$ cat src/rtl/servo_pkg.sv
// Shared defaults and types for the servo PWM generator.
package servo_pkg;

   localparam int CLK_PER_US   = 100;
   localparam int FRAME_US     = 20000;
   localparam int PULSE_MIN_US = 500;
   localparam int POS_MAX      = 2000;
   localparam int POS_CENTER   = 1000;

   typedef logic [11:0] width_us_t;
   typedef logic [14:0] us_cnt_t;

endpackage

$ cat src/rtl/servo_us_tick.sv
// Microsecond prescaler: tick is high on the last clock cycle of every microsecond.
module servo_us_tick #(
   parameter int CLK_PER_US = servo_pkg::CLK_PER_US
) (
   input  logic clk,
   input  logic rst_n,
   output logic tick
);

   localparam int PRE_W = (CLK_PER_US > 1) ? $clog2(CLK_PER_US) : 1;
   localparam logic [PRE_W-1:0] PRE_LAST = PRE_W'(CLK_PER_US - 1);

   logic [PRE_W-1:0] pre;

   assign tick = (pre == PRE_LAST);

   always_ff @(posedge clk or negedge rst_n) begin
      if (!rst_n) begin
         pre <= '0;
      end else if (tick) begin
         pre <= '0;
      end else begin
         pre <= pre + PRE_W'(1);
      end
   end

endmodule

$ cat src/rtl/servo_pwm_gen.sv
// Hobby-servo PWM generator; position updates are applied only at frame boundaries.
// Define SERVO_PWM_SLEW_EN to limit the width change to SLEW_US per frame.
module servo_pwm_gen #(
   parameter int CLK_PER_US   = servo_pkg::CLK_PER_US,
   parameter int FRAME_US     = servo_pkg::FRAME_US,
   parameter int PULSE_MIN_US = servo_pkg::PULSE_MIN_US,
   parameter int POS_MAX      = servo_pkg::POS_MAX,
   parameter int POS_CENTER   = servo_pkg::POS_CENTER
`ifdef SERVO_PWM_SLEW_EN
   ,
   parameter int SLEW_US      = 20
`endif
) (
   input  logic        clk,
   input  logic        rst_n,
   input  logic [11:0] pos,
   input  logic        pos_valid,
   output logic        pwm_out,
   output logic        frame_start,
   output logic [11:0] width_us
);

   import servo_pkg::*;

   localparam width_us_t WIDTH_RST = width_us_t'(PULSE_MIN_US + POS_CENTER);
   localparam width_us_t POS_LIM   = width_us_t'(POS_MAX);
   localparam width_us_t PULSE_MIN = width_us_t'(PULSE_MIN_US);
   localparam us_cnt_t   US_LAST   = us_cnt_t'(FRAME_US - 1);

   logic      tick;
   logic      wrap;
   us_cnt_t   us_cnt;
   width_us_t pending_us;
   width_us_t width_nxt;

   servo_us_tick #(
      .CLK_PER_US(CLK_PER_US)
   ) u_tick (
      .clk  (clk),
      .rst_n(rst_n),
      .tick (tick)
   );

   // Clamp before the add so the sum always fits in 12 bits.
   function automatic width_us_t pos_to_width(input logic [11:0] p);
      width_us_t lim;
      lim = (p > POS_LIM) ? POS_LIM : p;
      return PULSE_MIN + lim;
   endfunction

`ifdef SERVO_PWM_SLEW_EN
   function automatic width_us_t slew_step(input width_us_t cur, input width_us_t tgt);
      logic signed [12:0] diff;
      logic signed [12:0] lim;
      lim  = $signed(13'(SLEW_US));
      diff = $signed({1'b0, tgt}) - $signed({1'b0, cur});
      if (diff > lim) begin
         diff = lim;
      end else if (diff < -lim) begin
         diff = -lim;
      end
      return width_us_t'($signed({1'b0, cur}) + diff);
   endfunction
`endif

   assign wrap = tick && (us_cnt == US_LAST);

   always_comb begin
`ifdef SERVO_PWM_SLEW_EN
      width_nxt = slew_step(width_us, pending_us);
`else
      width_nxt = pending_us;
`endif
   end

   always_ff @(posedge clk or negedge rst_n) begin
      if (!rst_n) begin
         us_cnt <= '0;
      end else if (tick) begin
         us_cnt <= (us_cnt == US_LAST) ? '0 : us_cnt + us_cnt_t'(1);
      end
   end

   // A strobe on the wrap cycle only lands in pending; width picks it up next frame.
   always_ff @(posedge clk or negedge rst_n) begin
      if (!rst_n) begin
         pending_us <= WIDTH_RST;
         width_us   <= WIDTH_RST;
      end else begin
         if (pos_valid) begin
            pending_us <= pos_to_width(pos);
         end
         if (wrap) begin
            width_us <= width_nxt;
         end
      end
   end

   always_ff @(posedge clk or negedge rst_n) begin
      if (!rst_n) begin
         pwm_out     <= 1'b0;
         frame_start <= 1'b0;
      end else begin
         pwm_out     <= (us_cnt < us_cnt_t'(width_us));
         frame_start <= wrap;
      end
   end

endmodule

$ cat config.mk
export PLATFORM = sky130hd
export DESIGN_NAME = servo_pwm_gen
export DESIGN_NICKNAME = d
export VERILOG_FILES = /design/src/rtl/servo_pkg.sv /design/src/rtl/servo_us_tick.sv /design/src/rtl/servo_pwm_gen.sv
export SDC_FILE = /design/constraint.sdc
export NUM_CORES = 1
export LEC_CHECK = 0
export CAP_MARGIN = 25
export CORE_UTILIZATION = 48
export CTS_CLUSTER_DIAMETER = 200
export DETAILED_ROUTE_END_ITERATION = 16
export PLACE_DENSITY = 0.71
export SLEW_MARGIN = 40
export SYNTH_ARGS = -nofsm -noshare
export SYNTH_HDL_FRONTEND = slang
export SYNTH_SLANG_ARGS = --single-unit
$ cat constraint.sdc
create_clock -name clk -period 7.1 [get_ports clk]
set_clock_uncertainty 0.1 [all_clocks]
set_input_delay 1.42 -clock clk [delete_from_list [all_inputs] [get_ports clk]]
set_output_delay 1.42 -clock clk [all_outputs]
set_load 0.01 [all_outputs]
==> summary.md <==
| Metric | Value |
|---|---|
| Run status | completed |
| Critical Path AT | 3680 ps |
| Final ANT Viol Nets | 0 |
| Vias in the first global route | 1742 |
| Synth Instances | 243 |
| Pre-Repair DR Iteration Count | 5 |
| Maximum number of pins on one net before global-route repair | 49 |
| Num CTS Buffers | 5 |
| FILL cells | 457 |
| Number of H-tree levels | 2 |
| Yosys warnings | 0 |
| Tmin final | 3560 ps |
| Final hold vios | 0 |
| # setup viols final | 0 |
| Slew HR | 0.581 |
| Synth Net Count | 272 |
| CTS tree | built |
| HPWL Detailed | 3570 um |
| Die Span Y | 75.7 um |
| DRC Markers | 0 |
| DRT iter0 DRCs | 71 |
| Total wire length | 4840 um |
| Core area | 5170 um^2 |
| CTS sink cnt | 48 |
| Crit Reg-Reg Endpoint | width_us[0]$_DFFE_PN0P_ |
| RePlAce Congestion | 0.791 |
| Syn_area_per_cell | 10.7 um^2 |
| Post-CTS sizing | 0 |
| Period Utilization, post-route | 0.501 |
| Via-per-instance ratio | 5.49 |
| Pwr Density | 165 nW/um^2 |
| CTS root buf | clkbuf_8 |
| Via count | 1889 |
| Ant diodes | 0 |
| Worst-Margin Slew | 627 ps |
| Area occupied by multi-input gates | 1280 um^2 |
| Share of layout cells above drive strength 1 | 0.135 |
| Final-stage net count | 302 |
| Max-cap viol count | 0 |
| Finished Core Util | 0.585 |
| # rows | 26 |
| Overflow after GRT | 0 |
| Number of synthesized flops with an enable pin | 0 |
| Netlist cell types | 46 |
| R2r worst-path depth | 4 |
| Total setup buffers inserted after CTS | 0 |
| P&R area growth vs syn | 16.1% |
| Mapped Area | 2610 um^2 |
| Hold WC Path Type | reg2reg |
| RSZ-0062 raised after global routing | no |
| First-pass GRT wire length | 8160 um |
| Hold path endpoint | u_tick.pre[0]$_DFF_PN0_ |
| Flip-flop and latch count after synthesis | 48 |
| Pleak | 1.32 nW |
| Async SR Flop Fraction | 1.00 |
| Initial antenna violation count | 0 |
| Sequential share of the synthesized area | 0.467 |
| Hold buffers post-CTS | 0 |
| Crit Reg-Reg Startpoint | u_tick.pre[2]$_DFF_PN0_ |
| WHS Path Cells | 1 |
| Total GRT Usage | 0.192 |
| Longest Clk Path Bufs | 2 |
| CP max FO | 5 |
| Ports | 29 |
| Reg2Reg Setup Slack | 4540 ps |
| Routed len/inst | 14.1 um |
| Element type at the critical path end | flip-flop |
| Worst Path Required | 7220 ps |
| Clk slew on worst S/H paths | 90 ps |
| Initial Util | 0.504 |
| Max Transition Viols Final | 0 |
| Min-delay src | u_tick.pre[0]$_DFF_PN0_ |
| PortBufs | 28 |
| Top_reg_cell synth | dfrtp_1 |
| Fmax | 281 MHz |
| VDD IR max | 0.0000810 V |
| Crit path launch type | primary input |
| Setup tns final | 0 ps |
| Clk_lat worst skew | 300 ps |
| Register area | 1220 um^2 |
| Width of the chip | 75.7 um |
| CP Class | in2reg |
| DIE AREA | 5730 um^2 |
[layout by cell type, fill, tap and decap left out, types with 8 or more instances in the layout]
cell type,count
nand4_1,9
clkdlybuf4s50_1,27
inv_1,15
nand3_1,11
dfrtp_1,34
nor2_1,19
a31oi_1,8
ha_1,14
xnor2_1,15
nand2_1,19
a21oi_1,11
dfstp_2,14
[how the worst max path moves through the flow]
stage	startpoint	to	slack, ps	depth (start not counted)
floorplan	pos[0]	pending_us[10]$_DFFE_PN1P_	3840	9
global placement	pos[2]	pending_us[10]$_DFFE_PN1P_	3320	10
detailed placement	pos[2]	pending_us[10]$_DFFE_PN1P_	3230	10
CTS	pos[2]	pending_us[10]$_DFFE_PN1P_	3550	10
global route	pos[2]	pending_us[10]$_DFFE_PN1P_	3410	10
finish	pos[2]	pending_us[10]$_DFFE_PN1P_	3540	10
[cell usage after synthesis (all sizes together), types with 2 or more instances]
library cell  instances  area share
nand3                11       0.021
dfstp                14        0.14
o21ai                 7       0.013
inv                  15       0.022
o31ai                 2      0.0058
nor3                  5      0.0096
nor4b                 2       0.012
and2                  4      0.0096
a21oi                11       0.021
nand4                 9       0.022
nor2                 20       0.035
mux2i                 3       0.012
buf                   4       0.018
or3                   2      0.0048
nand2                19       0.027
xnor2                15       0.050
a21o                  2      0.0058
nand2b                2      0.0048
and4                  3       0.010
nor4bb                2      0.0077
or4                   2      0.0058
dfrtp                34        0.33
mux2                 12       0.059
ha                   14       0.067
nor4                  3       0.013
xor2                  4       0.013
o2bb2ai               2      0.0067
a31oi                 8       0.019
[per-stage QoR]
step                      area, um^2  cells  power, mW  worst slack [ps]  hold WS, ps
after floorplan                 2610    243      0.306              3840          333
after global placement          2920    336      0.324              3320          352
after detailed placement        2920    336      0.325              3230          363
after CTS                       3030    344      0.505              3550          375
after global routing            3030    344      0.521              3410          391
final                           3030    344      0.499              3540          368
[worst max-delay path, stage by stage]
cell and delay [ps]:
clkdlybuf4s50_1 480, or4_1 490, a21oi_1 190, o21a_1 200, and2_1 150, ha_1 200, nor2_1 80, a31oi_1 200
xnor2_1 90, o31ai_1 200
[report_power, final]
group	total, mW	switching, mW	internal (mW)
combinational	0.0330	0.0179	0.0151
sequential	0.287	0.00343	0.283
clock	0.180	0.0893	0.0904
total	0.499	0.111	0.389
[registers in the layout (all words and copies together) (netlist names)]
name,cells
u_tick.pre,7
width_us,12
us_cnt,15
pending_us,12
pwm_out,1
frame_start,1
[routing by layer]
metal / part of all wire / track usage
met3: 0.044 / 0.0556
met1: 0.46 / 0.248
met2: 0.49 / 0.315
met5: 0 / 0
met4: 0.012 / 0.0556
[area by class of cell]
| class | instances | area share |
|---|---|---|
| multi-input cells | 175 | 0.424 |
| flip-flops and latches | 48 | 0.403 |
| well taps | 70 | 0.0289 |
| clock inverters | 1 | 0.00165 |
| repair buffers | 28 | 0.0918 |
| clock buffers | 7 | 0.0322 |
| inverters | 15 | 0.0186 |
[cell families (layout without fill, tap and decap cells)]
logic type	Yosys count	after routing	share of synthesized area
simple gates	89	89	0.198
flops	48	48	0.467
compound gates	38	38	0.0921
buf+inv	20	51	0.0408
xor+xnor	19	19	0.0638
mux	15	15	0.0705
fa+ha+maj	14	14	0.0672
Power figures use the tool's default switching activity.
